[config.mk]
export PLATFORM = sky130hd
export DESIGN_NAME = mips_is_branch
export DESIGN_NICKNAME = d
export VERILOG_FILES = /design/src/rtl/mips_pkg.sv /design/src/rtl/mips_sat_counter.sv /design/src/rtl/mips_is_branch.sv
export SDC_FILE = /design/constraint.sdc
export NUM_CORES = 1
export LEC_CHECK = 0
export ABC_AREA = 0
export BUFFER_PORTS_ARGS = -buffer_cell sky130_fd_sc_hd__buf_2
export CAP_MARGIN = 20
export CORE_MARGIN = 2
export CORE_UTILIZATION = 52
export CTS_CLUSTER_SIZE = 10
export DETAILED_ROUTE_END_ITERATION = 8
export PLACE_DENSITY = 0.88
export SYNTH_ARGS = -nofsm -noshare
export SYNTH_HDL_FRONTEND = slang
export SYNTH_SLANG_ARGS = --single-unit
[constraint.sdc]
create_clock -name clk -period 2 [get_ports clk]
set_input_delay 0.4 -clock clk [delete_from_list [all_inputs] [get_ports clk]]
set_output_delay 0.4 -clock clk [all_outputs]
set_load 0.02 [all_outputs]
[src/rtl/mips_pkg.sv]
// Shared definitions for the MIPS single-cycle datapath blocks.
// Holds the control-unit branch-type encodings.
package mips_pkg;

    localparam logic [1:0] BR_NONE   = 2'b00;
    localparam logic [1:0] BR_EQ     = 2'b01;
    localparam logic [1:0] BR_NE     = 2'b10;
    localparam logic [1:0] BR_ALWAYS = 2'b11;

endpackage

[src/rtl/mips_sat_counter.sv]
// Saturating up-counter used for branch statistics.
// Ports: clk, clear (sync, highest priority), inc, count[CNT_W-1:0].
module mips_sat_counter #(
    parameter int CNT_W = 16
) (
    input  logic             clk,
    input  logic             clear,
    input  logic             inc,
    output logic [CNT_W-1:0] count
);

    logic at_max;

    assign at_max = &count;

    always_ff @(posedge clk) begin
        if (clear) begin
            count <= '0;
        end else if (inc && !at_max) begin
            count <= count + 1'b1;
        end
    end

endmodule

[src/rtl/mips_is_branch.sv]
// Branch resolution: combinational taken decision plus a registered copy
// and saturating branch/taken counters.
// Ports: is_branch (comb out), branch[1:0], zero, valid, clk, rst (sync, high),
//        is_branch_q, branch_cnt, taken_cnt.
module mips_is_branch
    import mips_pkg::*;
#(
    parameter int CNT_W = 16
) (
    output logic             is_branch,
    input  logic [1:0]       branch,
    input  logic             zero,
    input  logic             valid,
    input  logic             clk,
    input  logic             rst,
    output logic             is_branch_q,
    output logic [CNT_W-1:0] branch_cnt,
    output logic [CNT_W-1:0] taken_cnt
);

    logic branch_inc;
    logic taken_inc;

    // Decision does not depend on clk, rst or valid so the PC mux
    // sees it in the same cycle, even during reset.
    always_comb begin
        is_branch = 1'b0;
        case (branch)
            BR_NONE:   is_branch = 1'b0;
            BR_EQ:     is_branch = zero;
            BR_NE:     is_branch = ~zero;
            BR_ALWAYS: is_branch = 1'b1;
            default:   is_branch = 1'bx;
        endcase
    end

    always_ff @(posedge clk) begin
        if (rst) begin
            is_branch_q <= 1'b0;
        end else begin
            is_branch_q <= valid & is_branch;
        end
    end

    // taken implies branch != NONE, so taken_cnt can never pass branch_cnt.
    assign branch_inc = valid & (branch != BR_NONE);
    assign taken_inc  = valid & is_branch;

    mips_sat_counter #(
        .CNT_W(CNT_W)
    ) u_branch_cnt (
        .clk  (clk),
        .clear(rst),
        .inc  (branch_inc),
        .count(branch_cnt)
    );

    mips_sat_counter #(
        .CNT_W(CNT_W)
    ) u_taken_cnt (
        .clk  (clk),
        .clear(rst),
        .inc  (taken_inc),
        .count(taken_cnt)
    );

endmodule

==> out/metrics.cfg <==
[cells_and_area]
areaGrowthSynthToFinish_pct = 21.1
diodes = 0
fin_cells = 291
drive_gt1_share_pct = 25.5
post-route-util_pct = 66.1
num-nets-final = 255

[worst_setup_path]
cpPeakStageDelay_ns = 0.51
cp_num_buf_inv = 0
reg2regPathDepth = 4
worstPathArrival_ns = 2.11
path_cells = nand3_2, or3_1, or4_1, a21oi_1
cpLargestDelayFamily = simple AND/OR/NAND/NOR gates
path_depth = 4
end_kind = register
cp-startpoint = u_branch_cnt.count[5]
crit_path_top_delay_cell = or3_1
start_kind = register
path_class = reg2reg
worstPathMaxFanout = 9
cp.required_ns = 2.26
rr_startpoint = u_branch_cnt.count[5]

[min_path]
worstHoldStart = valid
min_path_type = in2reg
hold_depth = 3

[synthesis]
syn-instance-count = 199
synthTopCellsByArea = dfxtp_1 (40%), or4_1 (6.8%), a21oi_1 (6.3%)
ys_seq_area_share_pct = 39.6
synth-seq-cells = 33
yosysTopAreaCell = dfxtp_1
syn-mean-instance-area_um2 = 8.38
synth.cell_area_um2 = 1670
synth_warnings = 0
syn_nets = 207
synth_top_cell_area_share_pct = 39.6
synth_cell_types = 38

[sta]
slew_headroom_pct = 62.2
tightest_slew_ns = 0.562
drv_slew = 0
hold_violations = 0
finalSetupTns_ns = 0
rsz0062_at_grt = false
min_period_ns = 1.85
fin_skew_ns = 0.00593
fmax_mhz = 540
worst_slack_ns = 0.147
finalSetupViolCount = 0
finalCritPeriodShare_pct = 92.7

[clocking]
cts.hold.buffers_added = 0
cts_tree = done
clock_path_buffers = 2
clock_sinks = 33
cts.root.buffer_cell = clkbuf_4
numCtsBuffers = 5
clock_latency_ns = 0.33
path_clk_slew_ns = 0.10
cts_resized = 0
htree_levels = 2

[floorplanning]
start_util_pct = 54.6
die_area_um2 = 3680
row_count = 20
ios = 40
die_y_um = 60.6
core_um2 = 3050
die_x_um = 60.6

[global_routing]
met2_usage_pct = 41.5
grt_use_total_pct = 23.9
use_met3_pct = 6.61
overflow = 0
met1_usage_pct = 28.3
grt_pass1_vias = 1522
grt_max_degree = 27
antenna_found_initial = 0
busiest_layer = met2
grt_pass1_wl_mm = 6.67

[placed_design]
io_buffers = 39
post-place-ws_ns = 0.171
dpl.hpwl_mm = 2.85
dp.cells = 282
gp_congestion = 0.832

[detailed_routing]
ant_nets = 0
via_per_inst = 6.01
wl_per_cell_um = 13.6
firstDrtPassIters = 4
routed_wl_mm = 3.95
drt_first_iter_violations = 110
vias = 1749
drc = 0

[job]
drv_cap = 0

[power_and_ir_drop]
ir_drop_mv = 0.428
power_density_nw_per_um2 = 555
p_leak_nw = 0.754
power_mw = 1.12

[status]
status = finished, final reports clean

==> metrics by stage <==
step	instance area (um2)	hold slack (ns)
after global placement	1950	0.481
final	2020	0.496
after detailed placement	1950	0.487
after global routing	2020	0.506
after floorplan	1670	0.563
after CTS	2000	0.480
==> Yosys cell counts <==
master / number
a211oi_1: 3
a21oi_1: 21
a311oi_1: 1
a31oi_1: 4
and2_1: 2
and3_1: 2
and4_1: 4
and4b_1: 1
buf_2: 2
clkbuf_1: 7
dfxtp_1: 33
ha_1: 2
inv_1: 7
mux2_2: 3
nand2_1: 12
nand2b_1: 1
nand3_1: 7
nand3_2: 1
nand3b_1: 1
nand4_1: 11
nor2_1: 7
nor2b_1: 2
nor3_1: 8
nor4_1: 5
nor4_2: 1
o211a_1: 1
o211ai_1: 1
o21a_1: 1
o21ai_0: 7
o21ai_1: 1
o311ai_0: 1
o31a_1: 1
o31ai_1: 14
o41ai_1: 1
or2_0: 1
or2_2: 2
or3_1: 5
or4_1: 15
==> path summary, 6_finish.rpt <==
path	endpoint	slack, ns
worst max register to register	u_branch_cnt.count[9]	0.15
worst min-delay path	is_branch_q	0.50
worst max-delay path	u_branch_cnt.count[9]	0.15
worst min register to register	u_taken_cnt.count[11]	0.51
==> sequential cells by signal (all words and copies together) (netlist names) <==
register,count
u_branch_cnt.count,16
u_taken_cnt.count,16
is_branch_q,1
==> placed cells by master (no fill, tap or decap), drive strengths merged, types with 8 or more instances in the layout <==
master / instances
nand4: 11
o31ai: 14
nand2: 12
nand3: 8
a21oi: 21
or4: 15
o21ai: 8
nor3: 8
dfxtp: 33
buf: 50
==> power by group <==
| group | leakage [nW] | internal, mW | switching [mW] |
|---|---|---|---|
| combinational | 0.457 | 0.0223 | 0.0445 |
| sequential | 0.266 | 0.663 | 0.00675 |
| clock | 0.0314 | 0.166 | 0.218 |
==> per-layer routing <==
metal,up-vias,share of wire [%]
met1,813,43
met3,6,5.6
li1,872,-
met5,-,0
met2,58,50
met4,0,1.2
==> logic make-up (layout without fill, tap and decap cells) <==
kind of cell | count (synthesis) | in the layout | synth area share, %
AND/OR/NAND/NOR | 88 | 88 | 31.7
AO/OA/AOI/OAI | 57 | 57 | 21.5
flip-flops | 33 | 33 | 39.6
buffers and inverters | 16 | 64 | 3.75
multiplexers | 3 | 3 | 2.03
adder cells (fa/ha/maj) | 2 | 2 | 1.50
==> worst min-delay path, cell delays in order <==
cell,delay (ns)
buf_2,0.13
nand2_1,0.19
nor2_1,0.06
==> layout make-up <==
class | instances | area (um2)
Tap cell | 44 | 55.1
Clock buffer | 7 | 55.1
Timing Repair Buffer | 50 | 278
Inverter | 7 | 26.3
Fill cell | 281 | 1030
Multi-Input combinational cell | 150 | 945
Sequential cell | 33 | 661
==> timing repair <==
action	4_1_cts	5_1_grt
hold endpoints to repair	0	0
endpoints found under the setup margin	0	1
setup buffers	0	2
No activity file was read; power rests on OpenSTA's default activity.
